--- src/rtl/tap_sequence_decoder.sv ---
// tap_sequence_decoder
//
// Groups debounced one-cycle press pulses into single, double or triple
// taps. The first press opens a sequence. Each further press restarts the
// quiet window. When the window runs out, the block emits a one-cycle
// tapValid pulse together with the number of taps.
//
// Optional feature macro: TAP_EARLY_EMIT_EN
//   defined   - the press that brings the count to MAX_TAPS emits at once.
//   undefined - the count saturates at MAX_TAPS, and extra presses are
//               ignored without restarting the window.
//
// Parameters:
//   TAP_WINDOW - quiet cycles that close a sequence (>= 2)
//   TIMER_W    - timer width, 2**TIMER_W > TAP_WINDOW
//   MAX_TAPS   - taps per sequence, 1..3
//
// Ports:
//   clock      in   rising-edge system clock
//   reset      in   synchronous, active-high reset
//   pressPulse in   press pulse from the debouncer (one count per high cycle)
//   tapValid   out  one-cycle pulse when a sequence completes
//   tapCount   out  taps in the completed sequence, held until next emission
//   busy       out  high while a sequence is open

module tap_sequence_decoder #(
  parameter int TAP_WINDOW = 30000000,
  parameter int TIMER_W    = 25,
  parameter int MAX_TAPS   = 3
) (
  input  logic       clock,
  input  logic       reset,
  input  logic       pressPulse,
  output logic       tapValid,
  output logic [1:0] tapCount,
  output logic       busy
);

  localparam logic [TIMER_W-1:0] TIMER_LAST = TIMER_W'(TAP_WINDOW - 1);
  localparam logic [1:0]         TAPS_MAX   = 2'(MAX_TAPS);

  typedef enum logic [1:0] {
    IDLE     = 2'd0,
    COUNTING = 2'd1,
    EMIT     = 2'd2
  } state_t;

  state_t             state_q, state_d;
  logic [1:0]         taps_q, taps_d;
  logic [TIMER_W-1:0] timer_q, timer_d;
  logic               tap_valid_q, tap_valid_d;
  logic [1:0]         tap_count_q, tap_count_d;
  logic               busy_q, busy_d;

  // The tap count never goes past MAX_TAPS.
  function automatic logic [1:0] sat_inc_taps(input logic [1:0] t);
    return (t >= TAPS_MAX) ? TAPS_MAX : t + 2'd1;
  endfunction

  // The window timer stops at TAP_WINDOW-1 and never wraps.
  function automatic logic [TIMER_W-1:0] sat_inc_timer(input logic [TIMER_W-1:0] t);
    return (t >= TIMER_LAST) ? TIMER_LAST : t + TIMER_W'(1);
  endfunction

  always_comb begin
    state_d     = state_q;
    taps_d      = taps_q;
    timer_d     = timer_q;
    tap_valid_d = 1'b0;
    tap_count_d = tap_count_q;

    case (state_q)
      IDLE: begin
        if (pressPulse) begin
`ifdef TAP_EARLY_EMIT_EN
          // With MAX_TAPS of 1, the opening press already completes the sequence.
          if (TAPS_MAX == 2'd1) begin
            state_d     = EMIT;
            tap_valid_d = 1'b1;
            tap_count_d = TAPS_MAX;
            taps_d      = 2'd0;
            timer_d     = '0;
          end else begin
            state_d = COUNTING;
            taps_d  = 2'd1;
            timer_d = '0;
          end
`else
          state_d = COUNTING;
          taps_d  = 2'd1;
          timer_d = '0;
`endif
        end
      end

      COUNTING: begin
        // A press in the expiry cycle takes priority over the expiry.
        // Once the count is saturated, the press falls through to the timer
        // branches, so it does not restart the window.
        if (pressPulse && (taps_q < TAPS_MAX)) begin
          taps_d  = sat_inc_taps(taps_q);
          timer_d = '0;
`ifdef TAP_EARLY_EMIT_EN
          if (sat_inc_taps(taps_q) == TAPS_MAX) begin
            state_d     = EMIT;
            tap_valid_d = 1'b1;
            tap_count_d = TAPS_MAX;
            taps_d      = 2'd0;
          end
`endif
        end else if (timer_q == TIMER_LAST) begin
          state_d     = EMIT;
          tap_valid_d = 1'b1;
          tap_count_d = taps_q;
          taps_d      = 2'd0;
          timer_d     = '0;
        end else begin
          timer_d = sat_inc_timer(timer_q);
        end
      end

      EMIT: begin
        // A press arriving in the emission cycle opens the next sequence.
        // It does not emit straight away, so tapValid cannot be high on two
        // cycles in a row.
        state_d = IDLE;
        if (pressPulse) begin
          state_d = COUNTING;
          taps_d  = 2'd1;
          timer_d = '0;
        end
      end

      default: begin
        state_d = IDLE;
        taps_d  = 2'd0;
        timer_d = '0;
      end
    endcase

    busy_d = (state_d == COUNTING);
  end

  always_ff @(posedge clock) begin
    if (reset) begin
      state_q     <= IDLE;
      taps_q      <= 2'd0;
      timer_q     <= '0;
      tap_valid_q <= 1'b0;
      tap_count_q <= 2'd0;
      busy_q      <= 1'b0;
    end else begin
      state_q     <= state_d;
      taps_q      <= taps_d;
      timer_q     <= timer_d;
      tap_valid_q <= tap_valid_d;
      tap_count_q <= tap_count_d;
      busy_q      <= busy_d;
    end
  end

  assign tapValid = tap_valid_q;
  assign tapCount = tap_count_q;
  assign busy     = busy_q;

endmodule

--- config.mk ---
export PLATFORM = sky130hd
export DESIGN_NAME = tap_sequence_decoder
export DESIGN_NICKNAME = d
export VERILOG_FILES = /design/src/rtl/tap_sequence_decoder.sv
export SDC_FILE = /design/constraint.sdc
export NUM_CORES = 1
export LEC_CHECK = 0
export BUFFER_PORTS_ARGS = -buffer_cell sky130_fd_sc_hd__buf_2
export CAP_MARGIN = 20
export CORE_MARGIN = 2
export CORE_UTILIZATION = 39
export CTS_CLUSTER_SIZE = 28
export DETAILED_ROUTE_END_ITERATION = 12
export PLACE_DENSITY = 0.62
export SLEW_MARGIN = 30
export SYNTH_ARGS = -nofsm -noshare
export SYNTH_HDL_FRONTEND = slang
export SYNTH_SLANG_ARGS = --single-unit
--- constraint.sdc ---
create_clock -name clock -period 5.5 [get_ports clock]
set_clock_uncertainty 0.15 [all_clocks]
set_input_delay 1.1 -clock clock [delete_from_list [all_inputs] [get_ports clock]]
set_output_delay 1.1 -clock clock [all_outputs]
set_load 0.01 [all_outputs]
## Word level (Yosys, flattened, before mapping)

Index checks and enable logic that the tools add are counted.

| storage, ports and cells | value |
|---|---|
| input bits | 3 |
| output and inout bits | 4 |
| register bits | 33 |
| logic and storage cells | 41 |

| cells by class | value |
|---|---|
| add/sub/neg operators | 2 |
| reductions and logical operators | 6 |
| bitwise gates (word level) | 2 |
| magnitude comparators | 3 |
| equality and inequality tests | 6 |
| mux-type cells | 16 |

Operator list:

| cell | count |
|---|---|
| $mux 25 | 4 |
| $pmux 25 s2 | 1 |
| $add 25x1->25 const B | 1 |
| $eq 25x25->1 const B | 1 |
| $ge 25x25->1 const B | 1 |
| $mux 2 | 7 |
| $pmux 2 s3 | 1 |
| $eq 2x1->1 const B | 2 |
| $pmux 2 s2 | 1 |
| $ne 3x3->1 const B | 1 |
| $reduce_and 3->1 | 1 |
| $reduce_or 3->1 | 1 |
| $add 2x1->2 const B | 1 |
| $eq 2x2->1 const B | 1 |
| $ge 2x2->1 const B | 1 |
| $logic_not 2->1 | 1 |
| $lt 2x2->1 const B | 1 |
| $mux 1 | 2 |
| $ne 2x1->1 const B | 1 |
| $not 1->1 | 2 |
| $reduce_and 2->1 | 1 |
| $reduce_or 2->1 | 1 |
| $logic_and 1x1->1 | 1 |

## Depth between registers and ports, before layout

Gate-level depths: netlist of run 1.

| logic depth | value |
|---|---|
| depth after elaboration | 5 |
| mapped depth | 8 |
| mapped depth without buffers | 6 |

## Least setup slack after synthesis of run 1

Ideal clock, no wire load.

| path | value |
|---|---|
| kind | input -> register |
| start point | input port pressPulse |
| end point | register timer_q[15] |
| slack | 3,028 ps |
| arrival time | 2,204 ps |
| library setup time | 117 ps |
| stages on the path | 6 |
| data required time | 5,233 ps |
| buffers on the path | 2 |
| cell sequence | a21boi_0 > nand2b_1 > buf_2 > nor3_1 > clkbuf_1 > a32o_1 |

| on the way | value |
|---|---|
| cells in the longest elaborated chain, start to end | 3 |
| elaborated cells on any way between the ends | 4 |
| classes of those cells | eq/ne: 1; mux: 2; reduce/logical: 1 |

RTL lines:

| what | RTL line | RTL |
|---|---|---|
| start, declared | 33 | `input logic pressPulse,` |
| $logic_and 1x1->1 | 100 | `if (pressPulse && (taps_q < TAPS_MAX)) begin` |
| $mux 25 | 100 |  |
| $pmux 25 s2 | 72 | `case (state_q)` |
| end signal, assigned | 155 | `timer_q <= timer_d;` |
| end, declared | 50 | `logic [TIMER_W-1:0] timer_q, timer_d;` |

Several ways; a longest one is shown, not always the timed one.
A chain may end at the register's enable or synchronous reset.

## Final worst setup path of run 1

| path | value |
|---|---|
| start point | register timer_q[0] |
| end point | register timer_q[8] |

| on the way | value |
|---|---|
| cells in the longest elaborated chain, start to end | 5 |
| elaborated cells on any way between the ends | 7 |
| classes of those cells | add/sub: 1; order compare: 1; eq/ne: 1; mux: 4 |

RTL lines:

| what | RTL line | RTL |
|---|---|---|
| $add 25x1->25 or $ge 25x25->1 (tied branches) | 62 | `return (t >= TIMER_LAST) ? TIMER_LAST : t + TIMER_W'(1);` |
| $mux 25 | 62 |  |
| $mux 25 (*) | 111 | `end else if (timer_q == TIMER_LAST) begin` |
| $mux 25 (*) | 100 |  |
| $pmux 25 s2 (*) | 72 |  |

Mark *: on every way between the ends. The rest lies on a longest branch, timed or not.

==> results.sh, run 1 <==
export IMPL_status="finished clean"
export IMPL_finalHoldViolations=0
export IMPL_hpwl_mm=3.43
export IMPL_grt_antenna_before_repair=0
export IMPL_avgRoutedWirePerCell_microns=16.1
export IMPL_ys_top_cells_by_area="dfxtp_1 (35%), o211ai_1 (5.1%), nand2_1 (4.9%), nand3_1 (4.2%), nand4_1 (3.6%)"
export IMPL_synthArstFlopShare_pct=0
export IMPL_die_w_microns=74.0
export IMPL_worstSetupStartpointType="register"
export IMPL_grt_overflow=0
export IMPL_ios=7
export IMPL_clock_sinks=33
export IMPL_clk_pin_slew_ns=0.07
export IMPL_grt_pass1_wl_mm=8.58
export IMPL_rows=25
export IMPL_die_height_microns=74.0
export IMPL_worst_endpoint_arrival_ns=2.86
export IMPL_h_tree_depth=2
export IMPL_viasPerCell=6.07
export IMPL_finalPower_w=0.000453
export IMPL_grt_max_degree=18
export IMPL_grt_pass1_vias=1690
export IMPL_yosys_warnings=0
export IMPL_gp_congestion=0.889
export IMPL_slew_headroom_pct=39.6
export IMPL_final_common_cell="dfxtp_1"
export IMPL_cp_end_kind="register"
export IMPL_max_freq_mhz=351
export IMPL_synth_main_ff_cell="dfxtp_1"
export IMPL_path_max_fanout=17
export IMPL_dr_pass1_iters=4
export IMPL_cts_resized=0
export IMPL_stdcell_area_sq_um=2070
export IMPL_synth_avg_cell_area_sq_um=8.19
export IMPL_drtIter0Drc=142
export IMPL_setup_tns_ns=0
export IMPL_clockBufferDepth=2
export IMPL_synth_top_area_share_pct=34.6
export IMPL_die_area_sq_um=5470
export IMPL_period_minus_slack_ns=2.85
export IMPL_core_area_sq_um=4720
export IMPL_critical_path_class="register to register"
export IMPL_drive_gt1_share_pct=11.4
export IMPL_ant_nets=0
export IMPL_required_ns=5.51
export IMPL_p_leak_nw=0.661
export IMPL_cts_root_buffer="clkbuf_8"
export IMPL_holdCritPathClass="register to register"
export IMPL_cts_buffers_inserted=5
export IMPL_mostFrequentLayoutCells="dfxtp_1 (33), nand2_1 (25), nand3_1 (16)"
export IMPL_cts_tree="yes"
export IMPL_insertion_delay_ns=0.29
export IMPL_final_max_slew_violation_count=0
export IMPL_ctsHoldBuffers=0
export IMPL_portBuffers=6
export IMPL_drv_cap=0
export IMPL_grt_setup_unrepaired="false"
export IMPL_placed_area_sq_um=1980
export IMPL_synth_top_area_cell="dfxtp_1"
export IMPL_vias=1844
export IMPL_grt_util_all_layers_pct=20.3
export IMPL_ys_seq_area_share_pct=34.6
export IMPL_synth_nets=237
export IMPL_synth_edf_count=0
export IMPL_ir_drop_mv=0.0758
export IMPL_nets=240
export IMPL_syn2layout_area_growth_pct=8.26
export IMPL_finalSetupViolCount=0
export IMPL_finalCritPeriodShare_pct=51.8
export IMPL_wirelength_mm=4.88
export IMPL_cellPowerDensity_nw_per_um2=219
export IMPL_postCtsSetupBuffers=0
export IMPL_synthDistinctLibCells=50
export IMPL_tightest_slew_ns=0.902
export IMPL_start_util_pct=40.4
export IMPL_antenna_cells_inserted=0
export IMPL_syn_instance_count=233
export IMPL_synth_seq_cells=33
export IMPL_drc_errors=0
export IMPL_syn_area_sq_um=1910
-- flip-flops by register name, summed over array words and instances (netlist names) --
name and count:
busy 1, tapValid 1, timer_q 25, taps_q 2, tapCount 2, state_q 2
-- logic make-up after synthesis --
group,Yosys count,synth area share (%)
AND/OR/NAND/NOR,101,29.9
AO/OA/AOI/OAI,78,29.7
flip-flops,33,34.6
buffers and inverters,18,4.26
XOR/XNOR,2,0.918
adder cells (fa/ha/maj),1,0.655
-- final timing paths --
path | startpoint | endpoint | slack (ns) | depth (start not counted)
worst max-delay path | timer_q[0] | timer_q[8] | 2.65 | 6
worst min-delay path | tapCount[0] | tapCount[0] | 0.33 | 2
worst max register to register | timer_q[0] | timer_q[8] | 2.65 | 6
worst min register to register | tapCount[0] | tapCount[0] | 0.33 | 2
-- where the power goes --
group / total, W / internal [W] / switching, W
combinational: 0.0000319 / 0.0000110 / 0.0000209
clock: 0.000177 / 0.0000876 / 0.0000890
sequential: 0.000245 / 0.000242 / 0.00000310
total: 0.000453 / 0.000340 / 0.000113
-- cell usage after synthesis (all sizes together), types with 2 or more instances --
cell,instances
nand2b,5
nor4,5
dfxtp,33
and4,7
inv,5
a32o,5
nand3,17
o22ai,9
a21oi,9
clkbuf,8
or4,3
a22o,6
buf,4
o21ai,9
o31ai,3
nand4,12
and3,3
a21boi,2
nor2,10
and2,2
a31oi,8
nor3,4
o211ai,13
a31o,4
nand2,26
or2,2
a211oi,2
o211a,5
-- metal layers --
metal	GRT usage (%)	vias up	wire length, microns
met5	0	-	0
li1	-	929	-
met4	6.06	0	74
met3	5.69	8	272
met1	29.3	867	2400
met2	29.5	40	2130
-- per-stage QoR --
step | util [%] | hold slack, ns | instances | worst slack [ns]
finish | 43.8 | 0.326 | 304 | 2.65
global route | 43.8 | 0.365 | 304 | 2.37
CTS | 43.6 | 0.323 | 303 | 2.68
detailed placement | 41.9 | 0.312 | 295 | 2.38
global placement | 41.7 | 0.313 | 295 | 2.34
floorplan | - | 0.282 | 233 | 3.03
-- worst max-delay path, cell delays in order, from the launching register on --
cell and delay [ns]:
dfxtp_1 0.46, ha_1 0.27, nand3_1 0.20, nor2_1 0.34, nand4_1 0.67, nand2_1 0.49, o22ai_1 0.14
-- area by class of cell --
class / count / area, sq um
sequential: 33 / 661
multi-input combinational: 182 / 1170
inverter: 6 / 22.5
tap: 67 / 83.8
clock buffer: 6 / 72.6
clock inverter: 2 / 10.0
timing repair buffer: 8 / 45.0
fill: 478 / 2660
Note: power is estimated with default switching activity, not from simulation.
==> inputs of run 2 (changes only) <==
Settings changed: PLACE_DENSITY 0.62 to 0.64.
Clock period 5.5 ns to 2.62 ns, I/O delays scaled along.
==> run 2 against run 1 <==
  * Largest power group unchanged
  * Largest cell class unchanged
  * Combinational power up 140%
  * Critical endpoint is now timer_q[2]
  * Flip-flop and latch count unchanged
  * Cell count up 3.3%
  * Critical path type unchanged
==> results.sh, run 2 (same netlist as run 1, synthesis figures left out) <==
export IMPL_largest_reg_flops=25
export IMPL_h_tree_depth=2
export IMPL_min_to="taps_q[1]"
export IMPL_start_util_pct=40.4
export IMPL_hpwl_mm=3.59
export IMPL_die_area_sq_um=5470
export IMPL_wirelength_mm=5.27
export IMPL_gp_congestion=0.897
export IMPL_hp_start="taps_q[1]"
export IMPL_holdCritPathClass="register to register"
export IMPL_setup_tns_ns=0
export IMPL_drc_errors=0
export IMPL_final_cells=314
export IMPL_antenna_cells_inserted=0
export IMPL_worstSetupStartpointType="register"
export IMPL_cts_resized=0
export IMPL_period_minus_slack_ns=2.38
export IMPL_portBuffers=6
export IMPL_ios=7
export IMPL_nets=250
export IMPL_cts_tree="yes"
export IMPL_cts_root_buffer="clkbuf_8"
export IMPL_required_ns=2.65
export IMPL_drtIter0Drc=227
export IMPL_ir_drop_mv=0.233
export IMPL_grt_setup_unrepaired="false"
export IMPL_grt_pass1_vias=1832
export IMPL_reg2reg_slack_ns=0.24
export IMPL_cellPowerDensity_nw_per_um2=475
export IMPL_core_area_sq_um=4720
export IMPL_finalSetupViolCount=0
export IMPL_finalHoldViolations=0
export IMPL_drv_cap=0
export IMPL_r2r_cells=7
export IMPL_viasPerCell=6.26
export IMPL_final_max_slew_violation_count=0
export IMPL_drive_gt1_share_pct=15.0
export IMPL_grt_pass1_wl_mm=8.71
export IMPL_vias=1965
export IMPL_syn2layout_area_growth_pct=12.9
export IMPL_grt_overflow=0
export IMPL_ant_nets=0
export IMPL_final_common_cell="dfxtp_1"
export IMPL_dr_pass1_iters=5
export IMPL_p_leak_nw=0.718
export IMPL_slew_headroom_pct=58.7
export IMPL_numPlacedInstances=306
export IMPL_die_w_microns=74.0
export IMPL_avgRoutedWirePerCell_microns=16.8
export IMPL_cts_buffers_inserted=5
export IMPL_status="finished clean"
export IMPL_largest_register="timer_q"
export IMPL_cp_startpoint="timer_q[0]"
export IMPL_grt_antenna_before_repair=0
export IMPL_max_freq_mhz=420
export IMPL_grt_util_all_layers_pct=20.8
export IMPL_finalCritPeriodShare_pct=90.8
export IMPL_clockBufferDepth=2
export IMPL_tightest_slew_ns=0.613
export IMPL_reg2reg_to="timer_q[2]"
export IMPL_timing_rr_start="timer_q[0]"
export IMPL_rows=25
export IMPL_path_max_fanout=11
export IMPL_final_fill_count=459
export IMPL_die_height_microns=74.0
export IMPL_clk_pin_slew_ns=0.07
export IMPL_ctsHoldBuffers=0
export IMPL_insertion_delay_ns=0.29
export IMPL_cp_end_kind="register"
export IMPL_mostFrequentLayoutCells="dfxtp_1 (33), nand2_1 (25), nand3_1 (16)"
export IMPL_worst_endpoint_arrival_ns=2.41
export IMPL_hold_slack_ns=0.322
export IMPL_grt_max_degree=18
export IMPL_postCtsSetupBuffers=0
export IMPL_clock_sinks=33
export IMPL_min_delay_path_depth=2
export IMPL_critical_path_class="register to register"
[run 2: cell count changes in the layout (fill, tap and decap cells not counted)]
cell / previous run / this run
buf_4: 2 / 12
clkbuf_1: 1 / 0
clkbuf_8: 5 / 7
clkinv_2: 2 / 1
nor3_1: 3 / 4
nor3_2: 1 / 0
[run 2: per-stage QoR]
stage               util (%)  cell area, sq um  worst slack (ns)  power, W
floorplan                  -              1910             0.407  0.000575
global placement        43.5              2050             0.292  0.000599
detailed placement      43.5              2050             0.285  0.000598
CTS                     45.6              2160             0.269   0.00103
global route            45.6              2160            0.0988   0.00106
finish                  45.6              2160             0.241   0.00102
[run 2: cell type report]
class | count | area, sq um | area share, %
sequential | 33 | 661 | 30.6
timing repair buffer | 18 | 120 | 5.57
clock inverter | 1 | 5.00 | 0.232
multi-input combinational | 182 | 1170 | 54.1
clock buffer | 7 | 96.3 | 4.47
tap | 67 | 83.8 | 3.89
inverter | 6 | 22.5 | 1.04
[run 2: routing by layer]
metal  GRT usage (%)  vias up  part of all wire, %
li1                -      947                    -
met1            28.9      921                   48
met2            30.7       83                   45
met3            4.47       14                  5.6
met4            9.70        0                  2.0
met5               0        -                    0
[run 2: worst max-delay path by stage]
stage / slack (ns) / depth (start not counted) / end
2_1_floorplan: 0.41 / 5 / timer_q[23]
3_3_place_gp: 0.29 / 5 / timer_q[23]
3_5_place_dp: 0.28 / 5 / timer_q[23]
4_1_cts: 0.27 / 5 / timer_q[23]
5_1_grt: 0.1 / 7 / timer_q[2]
6_report: 0.24 / 7 / timer_q[2]
[run 2: power by group]
group	switching, W	internal [W]
Combinational	0.0000470	0.0000289
Clock	0.000198	0.000238
Sequential	0.00000597	0.000507
[run 2: critical path, stage by stage (launching register included)]
cell and delay, ns:
dfxtp_1 0.44, ha_1 0.25, nand3_1 0.18, nor2_1 0.32, and4_1 0.41, nor3_1 0.09
buf_4 0.19, a32o_1 0.23
